`config.mk`:
```
export PLATFORM = sky130hd
export DESIGN_NAME = aes_req_arbiter
export DESIGN_NICKNAME = d
export VERILOG_FILES = /design/src/rtl/aes_req_arbiter.sv
export SDC_FILE = /design/constraint.sdc
export NUM_CORES = 1
export LEC_CHECK = 0
export ABC_AREA = 1
export BUFFER_PORTS_ARGS = -buffer_cell sky130_fd_sc_hd__buf_2
export CAP_MARGIN = 20
export CORE_AREA = 4 4 402 404
export DETAILED_ROUTE_END_ITERATION = 12
export DIE_AREA = 0 0 406 408
export PLACE_DENSITY = 0.32
export SLEW_MARGIN = 20
export SYNTH_ARGS = -nofsm -noshare
export SYNTH_HDL_FRONTEND = slang
export SYNTH_SLANG_ARGS = --single-unit
```
`constraint.sdc`:
```
create_clock -name clk -period 4.7 [get_ports clk]
set_input_delay 0.94 -clock clk [delete_from_list [all_inputs] [get_ports clk]]
set_output_delay 0.94 -clock clk [all_outputs]
set_load 0.005 [all_outputs]
```
`src/rtl/aes_req_arbiter.sv`:
```
// Round-robin front end that shares one AES core between two requesters.
// It launches one job at a time, applies a watchdog timeout and returns the result on a valid/ready channel.
module aes_req_arbiter #(
    parameter int TIMEOUT = 255
) (
    input  logic         clk,
    input  logic         rst,
    input  logic         req_valid0,
    input  logic         req_valid1,
    input  logic [127:0] req_data0,
    input  logic [127:0] req_data1,
    input  logic [127:0] req_key0,
    input  logic [127:0] req_key1,
    output logic         req_ready0,
    output logic         req_ready1,
    output logic         resp_valid0,
    output logic         resp_valid1,
    input  logic         resp_ready0,
    input  logic         resp_ready1,
    output logic [127:0] resp_data,
    output logic         resp_err,
    output logic         aes_valid,
    output logic [127:0] aes_datain,
    output logic [127:0] aes_key,
    input  logic         aes_done,
    input  logic [127:0] aes_dataout,
    output logic         busy,
    output logic         grant_id
);

    localparam int CW = (TIMEOUT > 1) ? $clog2(TIMEOUT) : 1;
    localparam logic [CW-1:0] LAST = CW'(TIMEOUT - 1);

    typedef enum logic [1:0] {IDLE, LAUNCH, BUSY, RESP} state_t;

    state_t        state;
    logic          last_grant;
    logic [CW-1:0] count;
    logic [127:0]  op_data;
    logic [127:0]  op_key;
    logic          any_req;
    logic          pick1;
    logic          resp_ack;

    // On contention the requester that did not win last time is chosen.
    assign any_req    = req_valid0 | req_valid1;
    assign pick1      = req_valid1 & (~req_valid0 | ~last_grant);
    assign req_ready0 = (state == IDLE) & req_valid0 & ~pick1;
    assign req_ready1 = (state == IDLE) & pick1;
    assign resp_ack   = grant_id ? resp_ready1 : resp_ready0;

    assign aes_datain = op_data;
    assign aes_key    = op_key;

    always_ff @(posedge clk) begin
        if (!rst) begin
            state       <= IDLE;
            last_grant  <= 1'b1;
            grant_id    <= 1'b0;
            count       <= '0;
            op_data     <= '0;
            op_key      <= '0;
            resp_data   <= '0;
            resp_err    <= 1'b0;
            resp_valid0 <= 1'b0;
            resp_valid1 <= 1'b0;
            aes_valid   <= 1'b0;
            busy        <= 1'b0;
        end else begin
            unique case (state)
                IDLE: begin
                    if (any_req) begin
                        grant_id  <= pick1;
                        op_data   <= pick1 ? req_data1 : req_data0;
                        op_key    <= pick1 ? req_key1 : req_key0;
                        aes_valid <= 1'b1;
                        busy      <= 1'b1;
                        state     <= LAUNCH;
                    end
                end
                LAUNCH: begin
                    aes_valid <= 1'b0;
                    count     <= '0;
                    state     <= BUSY;
                end
                BUSY: begin
                    // A completion in the final watchdog cycle still counts as success.
                    if (aes_done) begin
                        resp_data   <= aes_dataout;
                        resp_err    <= 1'b0;
                        resp_valid0 <= ~grant_id;
                        resp_valid1 <= grant_id;
                        state       <= RESP;
                    end else if (count == LAST) begin
                        resp_data   <= '0;
                        resp_err    <= 1'b1;
                        resp_valid0 <= ~grant_id;
                        resp_valid1 <= grant_id;
                        state       <= RESP;
                    end else begin
                        count <= count + CW'(1);
                    end
                end
                RESP: begin
                    if (resp_ack) begin
                        resp_valid0 <= 1'b0;
                        resp_valid1 <= 1'b0;
                        busy        <= 1'b0;
                        last_grant  <= grant_id;
                        state       <= IDLE;
                    end
                end
                default: state <= IDLE;
            endcase
        end
    end

endmodule
```
==> results of run 1 <==
[worst paths after layout]
path | end | startpoint | cells past startpoint | slack [ps]
max | req_ready1 | req_valid0 | 5 | 1880
min | resp_data[84]$_SDFFE_PN0P_ | resp_data[84]$_SDFFE_PN0P_ | 2 | 460
max reg2reg | resp_data[99]$_SDFFE_PN0P_ | state[0]$_SDFFE_PN0P_ | 7 | 2280
min reg2reg | resp_data[84]$_SDFFE_PN0P_ | resp_data[84]$_SDFFE_PN0P_ | 2 | 460
[Yosys cell counts]
cell type  number
nand2_1       706
dfxtp_1       401
o21ai_0       259
a31oi_1       256
nand2_4       103
a21oi_2       101
buf_2          82
clkbuf_1       79
a21oi_1        42
inv_1          20
nor2_1         20
nand3_1        16
buf_4          12
buf_12         11
ha_1            7
inv_2           3
nand2_2         3
buf_6           2
nand4_1         2
nor3_1          2
a21boi_2        1
and3_1          1
nand3b_1        1
nor2_2          1
nor2_4          1
o211ai_1        1
o21ai_1         1
[state kept, by name, indices dropped and copies added (netlist names)]
signal / count
resp_valid0: 1
aes_datain: 128
aes_valid: 1
resp_valid1: 1
last_grant: 1
state: 2
grant_id: 1
busy: 1
count: 8
resp_err: 1
resp_data: 128
aes_key: 128
[per-stage QoR]
stage,setup slack [ps],total power [W]
global placement,1800,0.00978
detailed placement,1840,0.00976
finish,1880,0.0140
global route,1760,0.0150
floorplan,2240,0.00733
CTS,1800,0.0144
[tightest hold or removal path, stage by stage (launching register included)]
cell and delay, ps:
dfxtp_1 310, nand2_1 60, a21oi_1 50
[per-layer routing]
layer | track usage | vias up | part of all wire
met1 | 0.123 | 8779 | 0.37
met4 | 0.0388 | 22 | 0.027
li1 | - | 9148 | -
met3 | 0.0557 | 138 | 0.11
met5 | 0 | - | 0.0014
met2 | 0.210 | 770 | 0.50
[cells by family after synthesis]
logic type | synth area share
buffers and inverters | 0.0651
and+or+nand+nor | 0.233
DFF | 0.464
AOI/OAI and AO/OA | 0.232
adders and majority gates | 0.00506
[power by group]
group          switching [W]  internal [W]  leakage, nW
sequential          0.000612       0.00435         3.30
clock                0.00177       0.00271        0.931
combinational        0.00290       0.00167         7.38
[cell type report]
| class | count | area (um2) |
|---|---|---|
| timing repair buffer | 1069 | 5560 |
| inverter | 23 | 101 |
| clock buffer | 91 | 1770 |
| sequential | 401 | 8030 |
| antenna | 17 | 42.5 |
| multi-input combinational | 1524 | 8170 |
| fill | 18228 | 131000 |
| clock inverter | 11 | 145 |
| tap | 2072 | 2590 |
==> results.sh, run 1 <==
export IMPL_synth_area_per_cell_um2=8.10
export IMPL_vias_per_cell=3.62
export IMPL_finalCriticalPeriod_ps=2820
export IMPL_leakagePower_nw=11.6
export IMPL_rows=146
export IMPL_drt_iter0_markers=770
export IMPL_area_delta_synth_final_pct=52.7
export IMPL_peakVddDrop_mv=0.309
export IMPL_syn_nets=2788
export IMPL_dr_pass1_iters=5
export IMPL_cts_sinks=401
export IMPL_dieWidth_um=406
export IMPL_cp_cell_sequence="buf_2, a21oi_4, inv_8, nor2_1, buf_2"
export IMPL_ios=1039
export IMPL_start_kind="input port"
export IMPL_root_buffer="clkbuf_16"
export IMPL_layout_nets=3730
export IMPL_layout_drive_gt1_share=0.440
export IMPL_critPathMostFrequentCell="buf_2"
export IMPL_worst_slew_pin_transition_ps=1010
export IMPL_slew_violations=0
export IMPL_synth_top_area_cell="dfxtp_1"
export IMPL_cts_buffers=57
export IMPL_placed_area_mm2=0.0245
export IMPL_drt_wl_total_um=104000
export IMPL_core_mm2=0.158
export IMPL_grt_start_max_net_pins=188
export IMPL_finalSetupViolations=0
export IMPL_grtUsageTotal=0.119
export IMPL_tritoncts="done"
export IMPL_layout_common_cells="buf_2 (1037), nand2_1 (706), dfxtp_1 (401)"
export IMPL_port_buffers=1038
export IMPL_clk_pin_slew_ps=60
export IMPL_finalClockSkew_ps=18.9
export IMPL_placed_cells=5089
export IMPL_hold_path_class="reg2reg"
export IMPL_crit_arrival_ps=1880
export IMPL_slew_headroom=0.324
export IMPL_cpMaxStageDelayCell="a21oi_4"
export IMPL_mostFrequentLayoutCell="buf_2"
export IMPL_num_vias=18857
export IMPL_die_y_um=408
export IMPL_drc=0
export IMPL_gp_congestion=0.798
export IMPL_end_kind="output port"
export IMPL_clk_latency_ps=650
export IMPL_antenna_found_initial=51
export IMPL_slowest_delay_ps=250
export IMPL_grt_setup_unrepaired="false"
export IMPL_fin_crit_sh=0.600
export IMPL_grt_overflow=0
export IMPL_path_buf_inv=3
export IMPL_cts_htree_levels=2
export IMPL_finalSetupTns_ps=0
export IMPL_start_util=0.110
export IMPL_final_util=0.167
export IMPL_grt_pass1_vias=19217
export IMPL_wire_per_inst_um=20.0
export IMPL_final_cell_area_mm2=0.0264
export IMPL_fin_cells=5208
export IMPL_fmax_mhz=355
export IMPL_status="finished clean"
export IMPL_ant_nets=0
export IMPL_path_delay_family="buffers and inverters"
export IMPL_ctsHoldBuffers=0
export IMPL_cp_required_ps=3760
export IMPL_synth_seq_cells=401
export IMPL_critPathMaxFanout=61
export IMPL_worstSetupPathType="in2out"
export IMPL_grt_pass1_wl_um=143000
export IMPL_cts_setup_buffers=0
export IMPL_hold_viol_final=0
export IMPL_synth_area_leaders="dfxtp_1 (46%), nand2_1 (15%), a31oi_1 (9.3%)"
export IMPL_netlist_area_mm2=0.0173
export IMPL_synth_warnings=0
export IMPL_power_density_mw_per_mm2=531
export IMPL_whs_ps=461
export IMPL_clockBufferDepth=3
export IMPL_ys_seq_area_frac=0.464
export IMPL_synth_top_area_share=0.464
export IMPL_syn_inst=2134
export IMPL_place_hpwl_um=80600
export IMPL_cts_resized=0
export IMPL_die_area_mm2=0.166
export IMPL_synth_cell_types=27
export IMPL_maxCapViolCount=0
(Power assumes the default switching activity.)
==> run 2: changes to the inputs <==
clock period = 2.9 ns   (was 4.7 ns; I/O delays follow)
==> results.sh, run 2 (synthesized netlist as in run 1, its figures left out) <==
export IMPL_vias_per_cell=3.59
export IMPL_clockBufferDepth=3
export IMPL_hold_viol_final=0
export IMPL_worstSetupPathType="reg2out"
export IMPL_finalClockSkew_ps=22.4
export IMPL_hold_path_class="in2reg"
export IMPL_ant_nets=0
export IMPL_end_kind="output port"
export IMPL_finalSetupTns_ps=0
export IMPL_finalWorstSetupSlack_ps=452
export IMPL_fin_crit_sh=0.844
export IMPL_grt_setup_unrepaired="false"
export IMPL_num_vias=18833
export IMPL_root_buffer="clkbuf_16"
export IMPL_grt_pass1_vias=19552
export IMPL_clk_latency_ps=620
export IMPL_dieWidth_um=406
export IMPL_mostFrequentLayoutCell="buf_2"
export IMPL_gp_congestion=0.807
export IMPL_worst_slew_pin_transition_ps=774
export IMPL_layout_nets=3761
export IMPL_port_buffers=1038
export IMPL_ios=1039
export IMPL_area_delta_synth_final_pct=54.7
export IMPL_whs_ps=208
export IMPL_place_hpwl_um=83000
export IMPL_die_area_mm2=0.166
export IMPL_cts_sinks=401
export IMPL_drt_iter0_markers=741
export IMPL_start_util=0.110
export IMPL_cts_setup_buffers=0
export IMPL_power_density_mw_per_mm2=858
export IMPL_dr_pass1_iters=4
export IMPL_cp_required_ps=2320
export IMPL_dp_slack_ps=688
export IMPL_wire_per_inst_um=20.0
export IMPL_slew_violations=0
export IMPL_core_mm2=0.158
export IMPL_critPathMaxFanout=45
export IMPL_antenna_found_initial=40
export IMPL_die_y_um=408
export IMPL_crit_arrival_ps=1870
export IMPL_grt_overflow=0
export IMPL_finalSetupViolations=0
export IMPL_total_power_w=0.0229
export IMPL_start_kind="flop"
export IMPL_status="finished clean"
export IMPL_fmax_mhz=409
export IMPL_leakagePower_nw=11.8
export IMPL_cts_resized=0
export IMPL_slew_headroom=0.484
export IMPL_drc=0
export IMPL_final_util=0.170
export IMPL_tritoncts="done"
export IMPL_drt_wl_total_um=105000
export IMPL_layout_common_cells="buf_2 (1037), nand2_1 (706), dfxtp_1 (401)"
export IMPL_finalCriticalPeriod_ps=2450
export IMPL_ctsHoldBuffers=0
export IMPL_rows=146
export IMPL_grtUsageTotal=0.119
export IMPL_grt_pass1_wl_um=144000
export IMPL_maxCapViolCount=0
export IMPL_clk_pin_slew_ps=60
export IMPL_layout_drive_gt1_share=0.448
export IMPL_cts_htree_levels=2
export IMPL_grt_start_max_net_pins=96
export IMPL_cts_buffers=55
export IMPL_peakVddDrop_mv=0.358
run 2: cell count changes in the layout (fill, tap and decap cells not counted), sizes merged:
cell      delta
inv          -1
diode        +2
clkinvlp     -2
bufinv       +1
clkinv       +8
clkbuf       -6
buf         +33
run 2: final cells by class:
cell class	instances	area, um2
antenna	19	47.5
clock buffer	85	1750
clock inverter	17	191
fill	18291	131000
inverter	23	101
multi-input combinational	1524	8170
sequential	401	8030
tap	2072	2590
timing repair buffer	1102	5870
run 2: worst paths after layout:
kind,from,to,slack [ps],cells past startpoint
setup / recovery,last_grant$_SDFFE_PN1P_,req_ready1,450,4
hold / removal,aes_dataout[81],resp_data[81]$_SDFFE_PN0P_,210,3
hold reg to reg,resp_data[76]$_SDFFE_PN0P_,resp_data[76]$_SDFFE_PN0P_,460,2
setup reg to reg,state[0]$_SDFFE_PN0P_,resp_data[17]$_SDFFE_PN0P_,760,7
run 2: per-layer routing:
layer,part of all wire,global-route usage,vias up,wire [um]
met5,0.00098,0,-,103
met4,0.025,0.0349,16,2610
met3,0.10,0.0535,124,10900
met2,0.51,0.219,710,53400
met1,0.36,0.121,8770,37600
li1,-,-,9213,-
run 2: power by group:
| part | switching, W | total, W | internal, W |
|---|---|---|---|
| clock | 0.00284 | 0.00732 | 0.00448 |
| combinational | 0.00475 | 0.00759 | 0.00284 |
| sequential | 0.000987 | 0.00804 | 0.00705 |
run 2: stage by stage:
step                cells  instance area (um2)
floorplan            2134                17300
global placement     5122                24800
detailed placement   5122                24800
CTS                  5224                26700
global route         5233                26700
finish               5243                26800
run 2: worst max-delay path, stage by stage, from the launching register on:
cell and delay (ps):
dfxtp_1 350, a21oi_4 330, inv_8 170, nor2_1 210, buf_2 170
